[config.mk]
export PLATFORM = sky130hd
export DESIGN_NAME = instr_fetch_flat
export DESIGN_NICKNAME = d
export VERILOG_FILES = /design/src/rtl/instr_fetch_if.sv /design/src/rtl/instr_fetch.sv /design/src/flat_wrapper.sv
export SDC_FILE = /design/constraint.sdc
export NUM_CORES = 1
export LEC_CHECK = 0
export CORE_ASPECT_RATIO = 0.9
export CORE_MARGIN = 2
export CORE_UTILIZATION = 45
export CTS_BUF_LIST = sky130_fd_sc_hd__clkbuf_8
export DETAILED_ROUTE_END_ITERATION = 8
export PLACE_DENSITY = 0.77
export SETUP_SLACK_MARGIN = 0.15
export SYNTH_ARGS = -nofsm -noshare
export SYNTH_HDL_FRONTEND = slang
export SYNTH_SLANG_ARGS = --single-unit
[constraint.sdc]
create_clock -name clk -period 2.1 [get_ports clk]
set_clock_uncertainty 0.05 [all_clocks]
set_input_delay 0.42 -clock clk [delete_from_list [all_inputs] [get_ports clk]]
set_output_delay 0.42 -clock clk [all_outputs]
set_load 0.01 [all_outputs]
[src/rtl/instr_fetch_if.sv]
// Bundles the instruction-memory request channel, the redirect input and the
// decode-side valid/ready channel of the fetch stage.
// master: the fetch stage itself. slave: memory, redirect source and decode.
interface instr_fetch_if;
   logic        imem_req;
   logic [31:0] imem_addr;
   logic        imem_ack;
   logic [31:0] imem_rdata;

   logic        redirect;
   logic [31:0] redirect_pc;

   logic        instr_valid;
   logic        instr_ready;
   logic [31:0] instr;
   logic [31:0] pc_4;
   logic [31:0] fetch_count;

   modport master (
      output imem_req, imem_addr,
      input  imem_ack, imem_rdata,
      input  redirect, redirect_pc,
      output instr_valid,
      input  instr_ready,
      output instr, pc_4, fetch_count
   );

   modport slave (
      input  imem_req, imem_addr,
      output imem_ack, imem_rdata,
      output redirect, redirect_pc,
      input  instr_valid,
      output instr_ready,
      input  instr, pc_4, fetch_count
   );
endinterface

[src/rtl/instr_fetch.sv]
// Instruction fetch stage: one outstanding memory request at a time, no
// prefetch. The fetched word and its PC+4 are held for decode until accepted.
//
// state | meaning
// ------+---------------------------------------------------------------
// IDLE  | just out of reset, first request issued on the next edge
// REQ   | request for pc outstanding on imem
// FLUSH | redirected while a request was in flight; wait for its ack,
//       | throw the data away, then fetch from tgt
// OUT   | instr/pc_4 valid towards decode, waiting for instr_ready
module instr_fetch #(
   parameter logic [31:0] RESET_PC = 32'h0000_0000
) (
   input  logic           clk,
   input  logic           rst_n,
   instr_fetch_if.master  bus
);

   typedef enum logic [1:0] {
      IDLE  = 2'd0,
      REQ   = 2'd1,
      FLUSH = 2'd2,
      OUT   = 2'd3
   } state_t;

   state_t      state;
   state_t      state_nxt;

   logic [31:0] pc;
   logic [31:0] tgt;
   logic [31:0] instr_q;
   logic [31:0] pc_4_q;
   logic [31:0] fetch_count_q;
   logic [31:0] redirect_tgt;
   logic [31:0] pc_inc;

   assign redirect_tgt = {bus.redirect_pc[31:2], 2'b00};
   assign pc_inc       = pc + 32'd4;

   // State register
   always_ff @(posedge clk or negedge rst_n) begin
      if (!rst_n) begin
         state <= IDLE;
      end else begin
         state <= state_nxt;
      end
   end

   // Next-state decode
   always_comb begin
      state_nxt = state;
      case (state)
         IDLE: begin
            state_nxt = REQ;
         end
         REQ: begin
            if (bus.imem_ack) begin
               state_nxt = bus.redirect ? REQ : OUT;
            end else if (bus.redirect) begin
               state_nxt = FLUSH;
            end
         end
         FLUSH: begin
            if (bus.imem_ack) begin
               state_nxt = REQ;
            end
         end
         OUT: begin
            if (bus.redirect || bus.instr_ready) begin
               state_nxt = REQ;
            end
         end
         default: begin
            state_nxt = IDLE;
         end
      endcase
   end

   // Outputs decoded from state only, so redirect/instr_ready never reach
   // instr_valid combinationally. pc is left untouched while a flushed fetch
   // drains, so it doubles as the abandoned address in FLUSH.
   always_comb begin
      bus.imem_req    = (state == REQ) || (state == FLUSH);
      bus.imem_addr   = pc;
      bus.instr_valid = (state == OUT);
      bus.instr       = instr_q;
      bus.pc_4        = pc_4_q;
      bus.fetch_count = fetch_count_q;
   end

   // Program counter, pending redirect target, fetched word and accept counter
   always_ff @(posedge clk or negedge rst_n) begin
      if (!rst_n) begin
         pc            <= RESET_PC;
         tgt           <= 32'h0000_0000;
         instr_q       <= 32'h0000_0000;
         pc_4_q        <= 32'h0000_0000;
         fetch_count_q <= 32'h0000_0000;
      end else begin
         case (state)
            REQ: begin
               if (bus.imem_ack) begin
                  if (bus.redirect) begin
                     pc <= redirect_tgt;
                  end else begin
                     instr_q <= bus.imem_rdata;
                     pc_4_q  <= pc_inc;
                     pc      <= pc_inc;
                  end
               end else if (bus.redirect) begin
                  tgt <= redirect_tgt;
               end
            end
            FLUSH: begin
               if (bus.redirect) begin
                  tgt <= redirect_tgt;
               end
               if (bus.imem_ack) begin
                  pc <= bus.redirect ? redirect_tgt : tgt;
               end
            end
            OUT: begin
               if (bus.redirect) begin
                  pc <= redirect_tgt;
               end else if (bus.instr_ready) begin
                  fetch_count_q <= fetch_count_q + 32'd1;
               end
            end
            default: begin
            end
         endcase
      end
   end

endmodule

[src/flat_wrapper.sv]
// flat-port wrapper written by rule: the top's interface ports become plain ports
module instr_fetch_flat 
#(
   parameter logic [31:0] RESET_PC = 32'h0000_0000
)
  (clk, rst_n, bus_imem_req, bus_imem_addr, bus_imem_ack, bus_imem_rdata, bus_redirect, bus_redirect_pc, bus_instr_valid, bus_instr_ready, bus_instr, bus_pc_4, bus_fetch_count);
  instr_fetch_if bus_i ();
  input  logic clk;
  input  logic rst_n;
  output wire logic [$bits(bus_i.imem_req)-1:0] bus_imem_req;
  output wire logic [$bits(bus_i.imem_addr)-1:0] bus_imem_addr;
  input wire logic [$bits(bus_i.imem_ack)-1:0] bus_imem_ack;
  input wire logic [$bits(bus_i.imem_rdata)-1:0] bus_imem_rdata;
  input wire logic [$bits(bus_i.redirect)-1:0] bus_redirect;
  input wire logic [$bits(bus_i.redirect_pc)-1:0] bus_redirect_pc;
  output wire logic [$bits(bus_i.instr_valid)-1:0] bus_instr_valid;
  input wire logic [$bits(bus_i.instr_ready)-1:0] bus_instr_ready;
  output wire logic [$bits(bus_i.instr)-1:0] bus_instr;
  output wire logic [$bits(bus_i.pc_4)-1:0] bus_pc_4;
  output wire logic [$bits(bus_i.fetch_count)-1:0] bus_fetch_count;
  assign bus_imem_req = bus_i.imem_req;
  assign bus_imem_addr = bus_i.imem_addr;
  assign bus_i.imem_ack = bus_imem_ack;
  assign bus_i.imem_rdata = bus_imem_rdata;
  assign bus_i.redirect = bus_redirect;
  assign bus_i.redirect_pc = bus_redirect_pc;
  assign bus_instr_valid = bus_i.instr_valid;
  assign bus_i.instr_ready = bus_instr_ready;
  assign bus_instr = bus_i.instr;
  assign bus_pc_4 = bus_i.pc_4;
  assign bus_fetch_count = bus_i.fetch_count;
  instr_fetch #(.RESET_PC(RESET_PC)) u_core (.clk(clk), .rst_n(rst_n), .bus(bus_i));
endmodule
Word-level counts from Yosys, hierarchy flattened
Index checks and enable logic that the tools add are counted.
{ "op_classes": {"addsub": 2, "n_mux": 14, "n_eq_ne": 9, "n_reduce_logical": 10, "n_bitwise": 1} }
{ "ops": {"columns": ["op", "count"], "rows": [
  ["two-way mux 32 bit", 6],
  ["case mux 32 bit (3 select lines)", 1],
  ["case mux 32 bit (2 select lines)", 1],
  ["adder 32 x 1 -> 32 bit, second input constant", 1],
  ["adder 32 x 3 -> 32 bit, second input constant", 1],
  ["two-way mux 2 bit", 5],
  ["AND reduction 3 bit", 3],
  ["!= test 2 bit, second input constant", 4],
  ["case mux 2 bit (4 select lines)", 1],
  ["equality test 2 bit, second input constant", 2],
  ["AND reduction 4 bit", 1],
  ["!= test 3 bit, second input constant", 1],
  ["nonzero test 3 bit", 1],
  ["equality test 2 x 1 -> 1 bit, second input constant", 1],
  ["zero test 2 bit", 1],
  ["logical OR 1 bit", 2],
  ["!= test 2 x 1 -> 1 bit, second input constant", 1],
  ["AND reduction 2 bit", 1],
  ["nonzero test 2 bit", 1],
  ["NOT 1 bit", 1]
]} }
{ "totals": {"reg_bits": 162, "inputBits": 69} }

Depth between registers and ports, before layout
{ "depth": {"depth_word": 4, "depth_mapped": 10, "mapped_depth_nobuf": 6} }

Worst setup path after synthesis
Ideal clock, no wire load.
{ "synth_timing": {"kind": "reg2reg", "startpoint": "register u_core.pc[2], in the netlist u_core.bus.imem_addr[2]", "endpoint": "register u_core.pc_4_q[26], in the netlist u_core.bus.pc_4[26]", "arrival_ns": 2.206, "path_stages_with_launch": 7, "period_less_slack_ns": 2.338, "path_buffers": 1, "path_slack_ns": -0.238, "path_cell_list": "dfrtp_1 ha_1 nand3_2 or4_1 buf_2 or4_1 a31oi_1"} }
{ "synth_between": {"elab_chain_cells": 1} }
{ "synth_lines": {"columns": ["element", "line", "text"], "rows": [
  ["from (decl)", "instr_fetch.sv:29", "logic [31:0] pc;"],
  ["from (signal assigned)", "instr_fetch.sv:104", "pc <= redirect_tgt;"],
  ["from (signal assigned)", "instr_fetch.sv:108", "pc <= pc_inc;"],
  ["from (signal assigned)", "instr_fetch.sv:119", "pc <= bus.redirect ? redirect_tgt : tgt;"],
  ["adder 32 x 3 -> 32 bit", "instr_fetch.sv:38", "assign pc_inc = pc + 32'd4;"],
  ["to (signal assigned)", "instr_fetch.sv:107", "pc_4_q <= pc_inc;"],
  ["to (decl)", "instr_fetch.sv:32", "logic [31:0] pc_4_q;"]
]} }
No other way between the ends.
A chain may end at the register's enable or synchronous reset.

Worst setup path after layout
{ "layout_timing": {"startpoint": "register u_core.state[1]", "endpoint": "register u_core.pc[29], in the netlist u_core.bus.imem_addr[29]"} }
{ "layout_between": {"elab_chain_cells": 3} }
{ "layout_lines": {"columns": ["element", "line", "text"], "rows": [
  ["from (decl)", "instr_fetch.sv:26", "state_t state;"],
  ["from (signal assigned)", "instr_fetch.sv:45", "state <= state_nxt;"],
  ["equality test 2 bit / equality test 2 x 1 -> 1 bit (equally long branches)", "instr_fetch.sv:100", "case (state)"],
  ["!= test 2 bit (no source line) / nonzero test 3 bit (equally long branches)", null, null],
  ["AND reduction 4 bit (no source line)", null, null]
]} }
Several ways; a longest one is shown, not always the timed one.

==> summary.md <==
| Metric | Value |
|---|---|
| Status | finished, violations left |
| Failing checks | setup timing |
| Worst R2R Start | u_core.state[1]$_DFFE_PN0P_ |
| Rel. slew slack | 51.35% |
| Post-route cell area | 0.01229 mm² |
| Worst r2r dst | u_core.bus.imem_addr[29]$_DFFE_PN0P_ |
| Post-synthesis sequential area ratio | 51.47% |
| Seq cells post-synth | 162 |
| Commonest non-fill, non-tap cells in the layout | 161 x nand2_1, 153 x clkdlybuf4s50_1, 152 x dfrtp_1, 114 x buf_4, 37 x nor2_1 |
| Placed Cells | 1271 |
| Yosys cell types | 53 |
| Yosys Warn Count | 0 |
| Final hold viol count | 0 |
| Layout Cells excl Fill | 1365 |
| P_leak | 5.629 nW |
| Slew @ Worst Pin | 0.7241 ns |
| Initial Utilization | 46.32% |
| DR pass1 iterations | 5 |
| GPL Wtd Cong | 0.8671 |
| Pwr Density | 1358 mW/mm² |
| Setup crit end kind | flip-flop |
| Avg WL per Cell | 19.87 µm |
| # IOs | 199 |
| Number of global-route vias before repair | 7172 |
| Min Clock Period, post-route | 2.193 ns |
| Setup crit start kind | flip-flop |
| Post-layout util | 72.29% |
| Die Span X | 143.5 µm |
| First-pass GRT wire length | 37.03 mm |
| CP Max Fanout | 7 |
| Clk_lat worst skew | 0.47 ns |
| Root buf cell | clkbuf_8 |
| Post-synth EDFFs | 0 |
| Die area | 0.01858 mm² |
| Maximum VDD drop | 0.6766 mV |
| Max cap viols | 0 |
| Max Slew Vio Count | 0 |
| Setup-failing EPs final | 11 |
| Total vias in the final route | 7894 |
| Largest net degree at the start of global routing | 57 |
| Area contributors post-synth | dfrtp_1 51%, nand2_1 7.8%, mux2_2 4.4% |
| TritonCTS clock tree | built |
| Final cycle utilization of the critical path | 104.4% |
| Nets | 1192 |
| DRC Markers | 0 |
| Prevailing post-synth register cell | dfrtp_1 |
| Worst-case reg-to-reg path depth | 7 |
| Max H-tree Level | 4 |
| Core area | 0.01700 mm² |
| Post-Syn Instances | 804 |
| DP HPWL | 16.57 mm |
| Min-Delay Path Class | input port to flip-flop |
| Worst-path clk slew | 0.09 ns |
| GRT overflow | 0 |
| Type of the worst setup path | flip-flop to flip-flop |
| Post-synth top area share | 51.47% |
| DR iter-0 viols | 764 |
| RSZ-0062 raised after global routing | true |
| Ys async rst share | 100.0% |
| Total power | 0.01669 W |
| Fillers | 1166 |
| Reg-to-reg slack, setup | -0.09 ns |
| CTS max path bufs | 2 |
| Biggest area consumer among synthesized cells | dfrtp_1 |
| Hold_sp | bus_imem_rdata[0] |
| Die Ht | 129.5 µm |
| Fmax | 0.4560 GHz |
| Input/output buffers | 196 |
| DR vias/cell | 5.783 |
| DRT Wirelength | 27.13 mm |
| Dpl cell area | 0.01075 mm² |
| WHS Path Cells | 3 |
| Area growth syn-to-layout | 56.06% |
| # diodes | 0 |
| Total track usage | 25.52% |
| Syn_nets | 879 |
| WP data required | 2.42 ns |
| Fin Setup TNS | -0.5149 ns |
| Avg Cell Area, Syn | 9.796 µm² |
| Hold Path Sink | u_core.bus.instr[0]$_DFFE_PN0P_ |
| Row cnt | 45 |
| Post-route setup slack | -0.09278 ns |
| Leading cell type in the layout, fill and taps excluded | nand2_1 |
| TritonCTS Buffers | 17 |
| Mapped Area | 0.007876 mm² |
| Clock sinks | 162 |
| Share of layout cells above drive strength 1 | 26.11% |
| Initial antenna violation count | 0 |
| DRT antenna net count | 0 |
| Crit path DAT | 2.51 ns |
==> cells in the mapped netlist (4+ instances only) <==
| cell | n |
|---|---|
| a211o_1 | 4 |
| a21oi_1 | 9 |
| a222oi_1 | 10 |
| a22o_1 | 13 |
| a22oi_1 | 5 |
| a31oi_1 | 7 |
| and3_1 | 10 |
| and4_1 | 6 |
| buf_2 | 9 |
| clkbuf_1 | 48 |
| dfrtp_1 | 162 |
| ha_1 | 6 |
| inv_1 | 16 |
| mux2_2 | 31 |
| mux2i_1 | 4 |
| nand2_1 | 163 |
| nand3_1 | 22 |
| nand4_1 | 32 |
| nor2_1 | 39 |
| nor3_1 | 14 |
| nor4_1 | 10 |
| o211ai_1 | 15 |
| o21ai_0 | 40 |
| o2bb2ai_1 | 9 |
| or3_1 | 9 |
| or4_1 | 15 |
| or4b_1 | 5 |
| xnor2_1 | 37 |
| xor2_1 | 9 |
==> worst max-delay path by stage <==
stage	cells after the start	to	start	slack [ns]
after global routing	7	u_core.bus.imem_addr[29]$_DFFE_PN0P_	u_core.state[1]$_DFFE_PN0P_	-0.15
after detailed placement	5	u_core.bus.fetch_count[31]$_DFFE_PN0P_	bus_redirect	-0.38
after global placement	5	u_core.bus.fetch_count[31]$_DFFE_PN0P_	bus_redirect	-0.33
after floorplan	8	u_core.bus.imem_addr[29]$_DFFE_PN0P_	u_core.state[0]$_DFFE_PN0P_	-0.02
final	7	u_core.bus.imem_addr[29]$_DFFE_PN0P_	u_core.state[1]$_DFFE_PN0P_	-0.09
after CTS	7	u_core.bus.imem_addr[29]$_DFFE_PN0P_	u_core.state[1]$_DFFE_PN0P_	-0.08
==> flip-flops by register name, summed over array words and instances, names as in the netlist <==
signal / flops
u_core.bus.fetch_count: 32
u_core.bus.imem_addr: 32
u_core.bus.instr: 32
u_core.bus.pc_4: 32
u_core.tgt: 32
u_core.state: 2
==> worst max-delay path: stages, from the launching register on <==
cell	delay [ns]
dfrtp_2	0.45
buf_6	0.13
ha_4	0.16
o21ba_4	0.19
or3_4	0.34
buf_6	0.15
or4_4	0.53
o311ai_2	0.09
==> report_power, final <==
part	switching, W	total (W)	internal [W]
logic	0.00424	0.00890	0.00466
clock network	0.00120	0.00252	0.00132
registers	0.000886	0.00526	0.00438
total	0.00633	0.0167	0.0104
==> through the flow <==
step	setup WS, ns	hold WS [ns]
after floorplan	-0.02190	0.07441
after global placement	-0.3268	0.3762
after detailed placement	-0.3807	0.3798
after CTS	-0.08228	0.4073
after global routing	-0.1523	0.4223
final	-0.09278	0.4215
==> routing by layer <==
| layer | track usage, % | part of all wire, % | wire length, µm |
|---|---|---|---|
| met1 | 34.99 | 41 | 11220 |
| met2 | 40.62 | 47 | 12800 |
| met3 | 5.580 | 8.6 | 2324 |
| met4 | 8.362 | 2.9 | 785 |
| met5 | 0 | 0 | 0 |
==> repair_timing <==
action | CTS | global route
pin swaps | 14 | 42
hold endpoints to repair | 51 | 0
setup buffers | 26 | 24
setup endpoints to repair | 106 | 103
hold buffers | 1 | 0
cloned | 4 | 7
resized for setup | 70 | 136
==> cell type report <==
cell class                 instances  area, µm²  share of cell area [%]
tap                              235      294.0                   2.392
clock inverter                    14      185.2                   1.507
multi-input combinational        568       4063                   33.05
clock buffer                      18      247.7                   2.015
timing repair buffer             352       3376                   27.46
sequential                       162       4066                   33.08
inverter                          16      60.06                  0.4886
==> cell families after synthesis <==
logic type,after synthesis,synth area share (%)
simple gates,348,21.84
flops,162,51.47
compound gates,131,11.82
buf+inv,76,3.860
xor+xnor,46,5.115
mux,35,4.940
fa+ha+maj,6,0.9531
No activity file was read; power rests on OpenSTA's default activity.
